## src/rtl/intersection_control.sv

```systemverilog
// Multi-phase intersection controller: round-robin vehicle greens with all-red
// clearance, an exclusive pedestrian walk phase and demand-actuated skipping.

module intersection_lamp (
    input  logic       sel,
    input  logic       green,
    input  logic       yellow,
    output logic [1:0] light
);
    always_comb begin
        light = 2'b00;
        if (sel && green)       light = 2'b01;
        else if (sel && yellow) light = 2'b10;
    end
endmodule

module intersection_control #(
    parameter int C_PHASES        = 4,
    parameter int C_TW            = 8,
    parameter int C_INT_GREEN     = 200,
    parameter int C_INT_GREEN_MIN = 50,
    parameter int C_INT_YELLOW    = 20,
    parameter int C_INT_CLEAR     = 10,
    parameter int C_INT_WALK      = 100,
    localparam int PW             = (C_PHASES > 2) ? $clog2(C_PHASES) : 1
) (
    input  logic                  clk,
    input  logic                  rst,
    input  logic                  tick,
    input  logic                  inMode,
    input  logic [C_PHASES-1:0]   inTraffic,
    input  logic                  inPedestrian,
    output logic [2*C_PHASES-1:0] outLight,
    output logic                  outWalk,
    output logic [PW-1:0]         outPhase,
    output logic                  outPedLatch
);
    localparam logic [C_TW-1:0] T_GREEN     = C_TW'(C_INT_GREEN);
    localparam logic [C_TW-1:0] T_GREEN_MIN = C_TW'(C_INT_GREEN_MIN);
    localparam logic [C_TW-1:0] T_YELLOW    = C_TW'(C_INT_YELLOW);
    localparam logic [C_TW-1:0] T_CLEAR     = C_TW'(C_INT_CLEAR);
    localparam logic [C_TW-1:0] T_WALK      = C_TW'(C_INT_WALK);
    localparam logic [PW-1:0]   LAST_PHASE  = PW'(C_PHASES - 1);

    typedef enum logic [1:0] {sClear, sGreen, sYellow, sWalk} state_t;

    state_t          state, nextState;
    logic [PW-1:0]   rPhase, nextPhase, pickPhase;
    logic [C_TW-1:0] timer;
    logic            rPedLatch, rAfterWalk;
    logic            otherDemand, stateChange;

    // Candidate for the next green. The second loop overrides the first, so a
    // demanding phase above rPhase wins over one that needs a wrap-around.
    always_comb begin
        pickPhase = (rPhase >= LAST_PHASE) ? '0 : rPhase + PW'(1);
        if (inMode) begin
            for (int p = C_PHASES - 1; p >= 0; p--)
                if (inTraffic[p] && PW'(p) <= rPhase) pickPhase = PW'(p);
            for (int p = C_PHASES - 1; p >= 0; p--)
                if (inTraffic[p] && PW'(p) > rPhase) pickPhase = PW'(p);
        end
    end

    always_comb begin
        otherDemand = 1'b0;
        for (int p = 0; p < C_PHASES; p++)
            if (inTraffic[p] && PW'(p) != rPhase) otherDemand = 1'b1;
    end

    always_comb begin
        nextState = state;
        nextPhase = rPhase;
        case (state)
            sClear:
                if (timer >= T_CLEAR) begin
                    if (rPedLatch && !rAfterWalk) begin
                        nextState = sWalk;
                    end else begin
                        nextState = sGreen;
                        nextPhase = pickPhase;
                    end
                end
            sGreen:
                if (timer >= T_GREEN ||
                    (inMode && (rPedLatch || otherDemand) && timer >= T_GREEN_MIN))
                    nextState = sYellow;
            sYellow:
                if (timer >= T_YELLOW) nextState = sClear;
            sWalk:
                if (timer >= T_WALK) nextState = sClear;
            default:
                nextState = sClear;
        endcase
    end

    assign stateChange = (nextState != state);

    always_ff @(posedge clk or posedge rst) begin
        if (rst) begin
            state      <= sClear;
            rPhase     <= LAST_PHASE;
            timer      <= '0;
            rPedLatch  <= 1'b0;
            rAfterWalk <= 1'b0;
        end else begin
            state  <= nextState;
            rPhase <= nextPhase;
            // A tick on the edge of a state change is dropped; timer saturates.
            if (stateChange)
                timer <= '0;
            else if (tick && timer != '1)
                timer <= timer + C_TW'(1);
            rPedLatch <= (nextState == sWalk) ? 1'b0 : (rPedLatch | inPedestrian);
            if (state == sWalk && stateChange)
                rAfterWalk <= 1'b1;
            else if (nextState == sGreen && stateChange)
                rAfterWalk <= 1'b0;
        end
    end

    assign outWalk     = (state == sWalk);
    assign outPhase    = rPhase;
    assign outPedLatch = rPedLatch;

    for (genvar g = 0; g < C_PHASES; g++) begin : gLamp
        intersection_lamp uLamp (
            .sel    (rPhase == PW'(g)),
            .green  (state == sGreen),
            .yellow (state == sYellow),
            .light  (outLight[2*g+1:2*g])
        );
    end
endmodule

```

## config.mk

```make
export PLATFORM = sky130hd
export DESIGN_NAME = intersection_control
export DESIGN_NICKNAME = d
export VERILOG_FILES = /design/src/rtl/intersection_control.sv
export SDC_FILE = /design/constraint.sdc
export NUM_CORES = 1
export LEC_CHECK = 0
export ABC_AREA = 0
export ABC_CLOCK_PERIOD_IN_PS = 2350
export CAP_MARGIN = 20
export CORE_ASPECT_RATIO = 1.5
export CORE_MARGIN = 1
export CORE_UTILIZATION = 52
export DETAILED_ROUTE_END_ITERATION = 10
export PLACE_DENSITY = 0.79
export SLEW_MARGIN = 20
export SYNTH_ARGS = -nofsm -noshare
export SYNTH_HDL_FRONTEND = slang
export SYNTH_HIERARCHICAL = 1
export SYNTH_SLANG_ARGS = --single-unit
```

## constraint.sdc

```tcl
create_clock -name clk -period 2.35 [get_ports clk]
set_input_delay 0.235 -clock clk [delete_from_list [all_inputs] [get_ports clk]]
set_output_delay 0.235 -clock clk [all_outputs]
set_load 0.01 [all_outputs]
```

==> summary.md, run 1 <==
| Metric | Value |
|---|---|
| Iter 0 DRT Violations | `42` |
| Die Y | `61.0 um` |
| Clock-pin slew on the worst setup and hold paths | `0.09 ns` |
| Status | `completed` |
| Post-synthesis sequential area ratio | `29.3%` |
| Final net count | `171` |
| CP Capture Type | `primary output` |
| Clock Sink Count | `14` |
| Critical path required time | `2.12 ns` |
| Via count | `1091` |
| IO buf count | `20` |
| Chip width | `41.3 um` |
| Final setup vio count | `0` |
| Synth warnings | `6` |
| Setup Fix Bufs, Post-CTS | `0` |
| Synth Area in Adders | `7.26%` |
| Simple-Gate Fraction of Synth Area | `30.0%` |
| Slew Viols, Final | `0` |
| Clock power frac | `11.4%` |
| Hold Crit Class | `in -> async` |
| Max Freq | `455 MHz` |
| Placer Congestion | `0.798` |
| Multiplexer area fraction after synthesis | `2.49%` |
| R2R depth | `6` |
| First-pass GRT wire length | `4260 um` |
| FF-to-FF Start | `outPhase[0]` |
| Crit path cell chain | `nor2b_1 -> and2_2 -> clkdlybuf4s50_1` |
| Final core utilization | `64.6%` |
| Total track usage | `25.1%` |
| Xor-xnor portion of the synthesized cell area | `2.18%` |
| Final WL | `2800 um` |
| DP HPWL | `2120 um` |
| Post-synthesis async set-or-reset flop share | `100%` |
| Yosys top cell area share | `24.9%` |
| Startpoint Class | `flip-flop` |
| Sequential power share | `36.3%` |
| Grt total ovfl | `0` |
| Most used DFF post-synth | `dfrtp_1` |
| Synth top area cells | `dfrtp_1 (25%), ha_1 (7.3%), nand2_1 (5.0%), dfstp_2 (4.4%), nor3b_2 (4.1%)` |
| Reg-to-reg setup timing slack | `0.31 ns` |
| Reg-to-Reg End | `timer[0]` |
| Relative slew slack | `62.4%` |
| CTS tree | `built` |
| Die area | `2520 um^2` |
| Initial Util | `54.6%` |
| Area delta synth->final | `18.2%` |
| Main combinational cell family by area after synthesis | `simple AND/OR/NAND/NOR gates` |
| Comb power frac | `52.3%` |
| Crit path max fanout | `9` |
| Internal power | `0.718 mW` |
| Post-layout minimum cycle time | `2.20 ns` |
| Post-CTS Hold Buffers | `0` |
| Switching share of power | `43.6%` |
| Critical path class | `reg -> out` |
| Row count | `21` |
| Share of post-route cells with drive strength above 1 | `12.3%` |
| Netlist Area Pre-Place | `1210 um^2` |
| Cell Pwr Density | `892 nW/um^2` |
| Largest net degree at the start of global routing | `15` |
| Dominant cell type by area after synthesis | `dfrtp_1` |
| Mapped Nets | `154` |
| Area of the core | `2210 um^2` |
| Vias in the first global route | `998` |
| Max cap viols | `0` |
| DRT Pass-1 Iters | `4` |
| Max H-tree Level | `1` |
| # DRC | `0` |
| Crit-path slowest cell | `dfrtp_1` |
| IO Count | `21` |
| Net Sw Power | `0.554 mW` |
| Endpoints failing hold | `0` |
| Tcrit/Tclk final | `93.5%` |
| Diodes inserted | `0` |
| Via/cell ratio | `6.16` |
| RSZ-0062 raised after global routing | `false` |
| CTS Buffer Depth | `2` |
| Setup TNS | `0 ns` |
| Drt wl/cell | `15.8 um` |
| Slew @ Worst Pin | `0.564 ns` |
| Yosys cell types | `42` |
| Compound-gate portion of the synthesized area | `22.8%` |
| Worst Clk Skew | `0.00932 ns` |
| Initial antenna violation count | `0` |
| Leakage | `0.627 nW` |
| FF+latch count, synth | `14` |
| Arrival time of the worst setup path | `1.96 ns` |
| Post-synth EDFFs | `0` |
| CP peak stage delay | `0.53 ns` |
| CTS buffer count | `3` |
| Maximum vdd drop | `0.000530 V` |
| Clk_lat worst skew | `0.28 ns` |
| Post-DRT Antenna Nets | `0` |
| CTS root buf | `clkbuf_4` |
| Post-Syn Instances | `138` |
| Syn avg cell area | `8.74 um^2` |
## worst max-delay path by stage
stage	start	endpoint	slack, ns	cells after the start
floorplan	outPhase[0]	timer[1]	0.44	6
detailed placement	timer[1]	timer[4]	0.26	6
global placement	timer[1]	timer[1]	0.34	5
CTS	state[0]	outLight[2]	0.15	3
global route	state[0]	outLight[6]	0.04	3
finish	state[0]	outLight[2]	0.15	3
## routing by layer
metal	wire length, um	track usage (%)	vias up
met5	0	0	-
met4	41	11.1	0
met3	120	2.20	5
met2	1580	48.0	37
met1	1060	25.3	520
li1	-	-	529
## through the flow
step / power, mW / std cells / hold slack [ns] / area (um^2) / worst slack, ns
detailed placement: 1.13 / 173 / 0.541 / 1390 / 0.256
CTS: 1.27 / 177 / 0.308 / 1420 / 0.148
finish: 1.27 / 177 / 0.301 / 1430 / 0.152
global route: 1.38 / 177 / 0.341 / 1430 / 0.0421
floorplan: 0.920 / 138 / 0.123 / 1210 / 0.445
global placement: 1.09 / 173 / 0.470 / 1390 / 0.341
## area by class of cell
| type | instances | area (um^2) |
|---|---|---|
| Timing Repair Buffer | 20 | 200 |
| Clock buffer | 4 | 26.3 |
| Sequential cell | 14 | 353 |
| Fill cell | 185 | 782 |
| Inverter | 8 | 30.0 |
| Tap cell | 23 | 28.8 |
| Multi-Input combinational cell | 108 | 787 |
## state kept, by name, summed over array words and instances (netlist names)
signal / count
rAfterWalk: 1
outPhase: 2
state: 2
timer: 8
outPedLatch: 1
## repair_timing
| item | CTS | global route |
|---|---|---|
| endpoints found under the hold margin | 0 | 0 |
| gates resized for setup | 0 | 1 |
| setup endpoints to repair | 0 | 1 |
## cell usage in the layout, fill, tap and decap left out, types with 3 or more instances in the layout
master and n:
nor3b_2 4, nand2_1 16, mux2i_1 3, nand4_1 4, a211oi_1 4, and3b_1 4, and2_2 4, clkbuf_4 3
nor2b_1 7, o21ai_0 10, inv_1 8, dfrtp_1 12, clkdlybuf4s50_1 20, ha_1 7, a21oi_1 3, nor2_1 10
## power by group through the flow
stage / registers [mW] / logic, mW / clock network, mW
after floorplan: 0.388 / 0.533 / 0
after global placement: 0.455 / 0.639 / 0
after detailed placement: 0.463 / 0.662 / 0
after CTS: 0.458 / 0.665 / 0.147
after global routing: 0.477 / 0.739 / 0.163
final: 0.462 / 0.665 / 0.145
## synth_stat cells (3+ instances only)
cell,instances
nand2_1,16
dfrtp_1,12
nor2_1,10
o21ai_0,10
inv_1,8
ha_1,7
nor2b_1,7
clkbuf_1,5
a211oi_1,4
and2_2,4
and3b_1,4
nand4_1,4
nor3b_2,4
a21oi_1,3
mux2i_1,3
## kinds of logic (layout without fill, tap and decap cells)
logic type | after synthesis | in the layout
muxes | 3 | 3
xor gates and xnor gates | 3 | 3
DFF | 14 | 14
and+or+nand+nor | 61 | 61
AOI/OAI and AO/OA | 34 | 34
buffers and inverters | 16 | 32
adders and majority gates | 7 | 7
## critical path: cells and delay by family, from the launching register on
| kind | cells | cell delay, ns |
|---|---|---|
| buffers and inverters | 1 | 0.53 |
| AND/OR/NAND/NOR | 2 | 0.62 |
| flip-flops | 1 | 0.53 |
Note: power is estimated with default switching activity, not from simulation.
==> run 2: changes to the inputs <==
CORE_UTILIZATION = 45   (was 52)
PLACE_DENSITY = 0.7   (was 0.79)
==> run 2 against run 1 <==
Compared with the run above:
- worst hold slack worse by 0.026 ns
- cell area rose by 2.5%
- register-to-register slack barely moved
- setup slack better by 0.056 ns
- routed wire length decreased by 1.3%
- the flow now finishes with violations (design-rule violations)
- sequential power decreased by 3%
- critical path type unchanged
- critical path depth is 1 higher
- non-clock buffer count rose by 2
- critical endpoint is now outLight[0]
- sequential share of layout area shrank 0.59 points
- first-iteration DRC count is 36% lower
==> summary.md, run 2 (synthesis gave the netlist of run 1 again) <==
| Metric | Value |
|---|---|
| Status | `finished with violations (was completed)` |
| Failing checks | `design-rule violations` |
| Startpoint Class | `flip-flop (unchanged)` |
| Setup TNS | `0 ns (unchanged)` |
| Via count | `1104 (was 1091)` |
| Top reg by flops | `timer (unchanged)` |
| Clock Sink Count | `14 (unchanged)` |
| Arrival time of the worst setup path | `1.91 ns (was 1.96 ns)` |
| Diodes inserted | `0 (unchanged)` |
| Placer Congestion | `0.822 (was 0.798)` |
| Share of post-route cells with drive strength above 1 | `13.5% (was 12.3%)` |
| Chip width | `44.3 um (was 41.3 um)` |
| Max Freq | `467 MHz (was 455 MHz)` |
| Post-layout minimum cycle time | `2.14 ns (was 2.20 ns)` |
| CTS root buf | `clkbuf_4 (unchanged)` |
| Setup Fix Bufs, Post-CTS | `0 (unchanged)` |
| Resized cells post-CTS | `0 (unchanged)` |
| Maximum vdd drop | `0.000530 V (about the same)` |
| Iter 0 DRT Violations | `27 (was 42)` |
| Max reg flops | `8 (unchanged)` |
| Largest net degree at the start of global routing | `15 (unchanged)` |
| Worst setup margin | `0.208 ns (was 0.152 ns)` |
| DP HPWL | `2150 um (was 2120 um)` |
| Total track usage | `21.5% (was 25.1%)` |
| Initial antenna violation count | `0 (unchanged)` |
| Endpoints failing hold | `0 (unchanged)` |
| Area delta synth->final | `21.1% (was 18.2%)` |
| Slew Viols, Final | `0 (unchanged)` |
| CTS buffer count | `3 (unchanged)` |
| First-pass GRT wire length | `4750 um (was 4260 um)` |
| Commonest cells after routing, fill and taps aside | `clkdlybuf4s50_1 (20), nand2_1 (16), dfrtp_1 (12) (unchanged)` |
| DRT Pass-1 Iters | `9 (was 4)` |
| Row count | `22 (was 21)` |
| Relative slew slack | `60.5% (was 62.4%)` |
| Fillcell total | `221 (was 185)` |
| Die Y | `65.4 um (was 61.0 um)` |
| Critical path class | `reg -> out (unchanged)` |
| Final net count | `173 (was 171)` |
| Cell Pwr Density | `900 nW/um^2 (was 892 nW/um^2)` |
| Max cap viols | `0 (unchanged)` |
| Die area | `2900 um^2 (was 2520 um^2)` |
| CP Capture Type | `primary output (unchanged)` |
| Dpl ws | `0.306 ns (was 0.256 ns)` |
| Crit path cell chain | `inv_1 -> ha_1 -> and2_2 -> clkdlybuf4s50_1 (was nor2b_1 -> and2_2 -> clkdlybuf4s50_1)` |
| Crit-path slowest cell | `dfstp_2 (was dfrtp_1)` |
| Commonest non-fill, non-tap cell in the layout | `clkdlybuf4s50_1 (unchanged)` |
| CP peak stage delay | `0.59 ns (was 0.53 ns)` |
| Hold Crit Class | `in -> async (unchanged)` |
| Leakage | `0.642 nW (was 0.627 nW)` |
| Critical path required time | `2.12 ns (about the same)` |
| Via/cell ratio | `5.75 (was 6.16)` |
| Worst Clk Skew | `0.00251 ns (was 0.00932 ns)` |
| Post-DRT Antenna Nets | `0 (unchanged)` |
| Max H-tree Level | `1 (unchanged)` |
| Post-CTS Hold Buffers | `0 (unchanged)` |
| CTS Buffer Depth | `2 (unchanged)` |
| RSZ-0062 raised after global routing | `false (unchanged)` |
| Crit path max fanout | `6 (was 9)` |
| Clock-pin slew on the worst setup and hold paths | `0.09 ns (about the same)` |
| Tcrit/Tclk final | `91.1% (was 93.5%)` |
| Vias in the first global route | `1125 (was 998)` |
| IO buf count | `20 (unchanged)` |
| Area of the core | `2500 um^2 (was 2210 um^2)` |
| Clk_lat worst skew | `0.29 ns (was 0.28 ns)` |
| Slew @ Worst Pin | `0.590 ns (was 0.564 ns)` |
| Final WL | `2760 um (was 2800 um)` |
| Drt wl/cell | `14.4 um (was 15.8 um)` |
| Initial Util | `48.2% (was 54.6%)` |
| Final setup vio count | `0 (unchanged)` |
| IO Count | `21 (unchanged)` |
| # DRC | `3 (was 0)` |
| CTS tree | `built (unchanged)` |
| Grt total ovfl | `0 (unchanged)` |
[run 2: changes by cell type in the layout (fill, tap and decap cells not counted)]
cell and change:
buf_4 +2, clkbuf_1 -1, clkbuf_8 +1, a31oi_2 -1, a31oi_1 +1
[run 2: per-stage QoR]
stage | power (mW) | instance area [um^2] | hold slack (ns) | cells | util [%]
after detailed placement | 1.14 | 1420 | 0.489 | 188 | 56.8
after CTS | 1.32 | 1460 | 0.299 | 192 | 58.3
after floorplan | 0.920 | 1210 | 0.123 | 138 | -
after global placement | 1.12 | 1420 | 0.466 | 188 | 56.8
final | 1.31 | 1460 | 0.275 | 192 | 58.3
after global routing | 1.42 | 1460 | 0.330 | 192 | 58.3
[run 2: where the power goes]
part / internal, mW / switching (mW)
sequential: 0.320 / 0.125
clock: 0.0945 / 0.0845
combinational: 0.346 / 0.343
total: 0.761 / 0.553
[run 2: worst paths after layout]
path / cells past startpoint / startpoint / slack [ns] / end
min in group clk: 2 / rAfterWalk / 0.50 / rAfterWalk
max in group asynchronous: 2 / rst / 1.71 / outPhase[0]
setup reg to reg: 6 / outPhase[0] / 0.30 / timer[1]
setup / recovery: 4 / outPhase[0] / 0.21 / outLight[0]
hold / removal: 2 / rst / 0.27 / state[1]
hold reg to reg: 2 / rAfterWalk / 0.50 / rAfterWalk
[run 2: routing by layer]
| metal | GRT usage, % | routed length [um] | vias to the layer above |
|---|---|---|---|
| met3 | 2.47 | 87 | 5 |
| met1 | 21.9 | 1040 | 529 |
| met5 | 0 | 0 | - |
| met2 | 41.9 | 1590 | 27 |
| li1 | - | - | 543 |
| met4 | 8.71 | 43 | 0 |
[run 2: critical path: cells and delay by family, from the launching register on]
kind / cells / cell delay (ns)
buffers and inverters: 2 / 0.55
AND/OR/NAND/NOR: 1 / 0.21
adder cells (fa/ha/maj): 1 / 0.27
flip-flops: 1 / 0.59
[run 2: area by class of cell]
| type | instances | area [um^2] | area share, % |
|---|---|---|---|
| Multi-Input combinational cell | 108 | 781 | 53.5 |
| Sequential cell | 14 | 353 | 24.2 |
| Timing Repair Buffer | 22 | 215 | 14.7 |
| Tap cell | 36 | 45.0 | 3.08 |
| Clock buffer | 4 | 36.3 | 2.49 |
| Inverter | 8 | 30.0 | 2.06 |
==> run 3: changes to the inputs <==
CORE_MARGIN = 5   (was 1)
==> run 3 against run 2 <==
Compared with the run above:
- the run now ends clean
- critical path depth fell by 1
- via count fell by 2.6%
- cell area rose by 0.17%
- combinational power fell by 3.3%
- flip-flop and latch count did not move
- critical endpoint is now outLight[6]
==> summary.md, run 3 (synthesis gave the netlist of run 1 again) <==
| Metric | Value |
|---|---|
| Status | `completed (was finished with violations)` |
| IO buf count | `20 (unchanged)` |
| Area delta synth->final | `21.3% (was 21.1%)` |
| Initial antenna violation count | `0 (unchanged)` |
| CP peak stage delay | `0.54 ns (was 0.59 ns)` |
| Via/cell ratio | `5.60 (was 5.75)` |
| Worst setup margin | `0.193 ns (was 0.208 ns)` |
| Crit path max fanout | `9 (was 6)` |
| Worst Clk Skew | `0.00854 ns (was 0.00251 ns)` |
| Share of post-route cells with drive strength above 1 | `12.3% (was 13.5%)` |
| Row count | `23 (was 22)` |
| Area of the core | `2620 um^2 (was 2500 um^2)` |
| Post-layout minimum cycle time | `2.16 ns (was 2.14 ns)` |
| Clock-pin slew on the worst setup and hold paths | `0.06 ns (was 0.09 ns)` |
| Critical path class | `reg -> out (unchanged)` |
| Final net count | `172 (was 173)` |
| Critical path required time | `2.12 ns (about the same)` |
| Max cap viols | `0 (unchanged)` |
| Max reg flops | `8 (unchanged)` |
| Relative slew slack | `61.9% (was 60.5%)` |
| Internal power | `0.778 mW (was 0.761 mW)` |
| CTS root buf | `clkbuf_8 (was clkbuf_4)` |
| Die Y | `73.4 um (was 65.4 um)` |
| Iter 0 DRT Violations | `15 (was 27)` |
| Net Sw Power | `0.560 mW (was 0.553 mW)` |
| Chip width | `52.3 um (was 44.3 um)` |
| Post-DRT Antenna Nets | `0 (unchanged)` |
| Commonest non-fill, non-tap cell in the layout | `clkdlybuf4s50_1 (unchanged)` |
| Resized cells post-CTS | `0 (unchanged)` |
| Max Freq | `464 MHz (was 467 MHz)` |
| Total Power | `1.34 mW (was 1.31 mW)` |
| R2R depth | `6 (unchanged)` |
| Sequential power share | `34.3% (was 33.9%)` |
| Die area | `3840 um^2 (was 2900 um^2)` |
| Clock power frac | `15.9% (was 13.6%)` |
| Clk_lat worst skew | `0.26 ns (was 0.29 ns)` |
| Leakage | `0.638 nW (was 0.642 nW)` |
| Startpoint Class | `flip-flop (unchanged)` |
| CP Capture Type | `primary output (unchanged)` |
| Endpoints failing hold | `0 (unchanged)` |
| FF-to-FF Start | `outPhase[0] (unchanged)` |
| Total track usage | `16.7% (was 21.5%)` |
| Dpl cell area | `1420 um^2 (about the same)` |
| Via count | `1075 (was 1104)` |
| Post-CTS Hold Buffers | `0 (unchanged)` |
| Fillcell total | `246 (was 221)` |
| DRT Pass-1 Iters | `6 (was 9)` |
| Comb power frac | `49.8% (was 52.5%)` |
| Largest net degree at the start of global routing | `15 (unchanged)` |
| Reg-to-Reg End | `timer[1] (unchanged)` |
| Max H-tree Level | `1 (unchanged)` |
| Grt total ovfl | `0 (unchanged)` |
| DP HPWL | `2230 um (was 2150 um)` |
| CTS tree | `built (unchanged)` |
| Cell Pwr Density | `915 nW/um^2 (was 900 nW/um^2)` |
| Reg-to-reg setup timing slack | `0.31 ns (was 0.30 ns)` |
| IO Count | `21 (unchanged)` |
| RSZ-0062 raised after global routing | `false (unchanged)` |
| Clock Sink Count | `14 (unchanged)` |
| Tcrit/Tclk final | `91.8% (was 91.1%)` |
| Dpl ws | `0.290 ns (was 0.306 ns)` |
| Slew @ Worst Pin | `0.571 ns (was 0.590 ns)` |
| Placer Congestion | `0.825 (was 0.822)` |
| Drt wl/cell | `14.9 um (was 14.4 um)` |
| Crit path cell chain | `nor2b_1 -> and2_2 -> clkdlybuf4s50_1 (was inv_1 -> ha_1 -> and2_2 -> clkdlybuf4s50_1)` |
| Final WL | `2860 um (was 2760 um)` |
| Crit-path slowest cell | `clkdlybuf4s50_1 (was dfstp_2)` |
| Maximum vdd drop | `0.000545 V (was 0.000530 V)` |
| Arrival time of the worst setup path | `1.92 ns (was 1.91 ns)` |
| Final setup vio count | `0 (unchanged)` |
| Setup TNS | `0 ns (unchanged)` |
| Switching share of power | `41.9% (was 42.1%)` |
| Vias in the first global route | `1044 (was 1125)` |
| Top reg by flops | `timer (unchanged)` |
| First-pass GRT wire length | `4730 um (was 4750 um)` |
| Slew Viols, Final | `0 (unchanged)` |
| Hold Crit Class | `in -> async (unchanged)` |
| CTS buffer count | `3 (unchanged)` |
| Diodes inserted | `0 (unchanged)` |
| # DRC | `0 (was 3)` |
| CTS Buffer Depth | `2 (unchanged)` |
| Initial Util | `46.1% (was 48.2%)` |
| Final instance area | `1460 um^2 (about the same)` |
| Setup Fix Bufs, Post-CTS | `0 (unchanged)` |
| Commonest cells after routing, fill and taps aside | `clkdlybuf4s50_1 (20), nand2_1 (16), dfrtp_1 (12) (unchanged)` |
-- run 3: changes by cell type in the layout (fill, tap and decap cells not counted) --
cell / delta
clkbuf_4: -3
clkbuf_8: +2
clkbuf_1: +1
buf_4: -1
-- run 3: per-layer routing --
metal,part of all wire [%],GRT usage (%)
met2,52,31.7
met4,3.2,9.38
met5,0,0
met3,4.8,2.64
met1,40,16.6
-- run 3: power groups by stage --
stage | Combinational (mW) | Clock [mW] | Sequential (mW)
floorplan | 0.533 | 0 | 0.388
global placement | 0.658 | 0 | 0.459
detailed placement | 0.675 | 0 | 0.462
CTS | 0.676 | 0.216 | 0.459
global route | 0.746 | 0.227 | 0.478
finish | 0.666 | 0.212 | 0.460
-- run 3: how the worst max path moves through the flow --
| stage | from | to | slack, ns | depth (start not counted) |
|---|---|---|---|---|
| 3_3_place_gp | outPhase[0] | timer[0] | 0.35 | 6 |
| 4_1_cts | state[0] | outLight[0] | 0.19 | 3 |
| 2_1_floorplan | outPhase[0] | timer[1] | 0.44 | 6 |
| 3_5_place_dp | outPhase[0] | timer[0] | 0.29 | 6 |
| 5_1_grt | state[0] | outLight[0] | 0.07 | 3 |
| 6_report | state[0] | outLight[6] | 0.19 | 3 |
-- run 3: stage by stage --
stage | instances | hold slack [ns] | utilization (%)
global route | 192 | 0.397 | 55.9
finish | 192 | 0.330 | 55.9
global placement | 188 | 0.474 | 54.1
CTS | 192 | 0.346 | 55.9
detailed placement | 188 | 0.488 | 54.1
floorplan | 138 | 0.123 | -
-- run 3: layout make-up --
class | count | area (um^2) | share of cell area (%)
well taps | 37 | 46.3 | 3.17
multi-input cells | 108 | 781 | 53.4
inverters | 8 | 30.0 | 2.05
flip-flops and latches | 14 | 353 | 24.1
repair buffers | 21 | 208 | 14.2
clock buffers | 4 | 45.0 | 3.08
-- run 3: worst max-delay path: cells and delay by family (launching register included) --
family	cells	cell delay [ns]
buffers and inverters	1	0.54
DFF	1	0.50
and+or+nand+nor	2	0.63
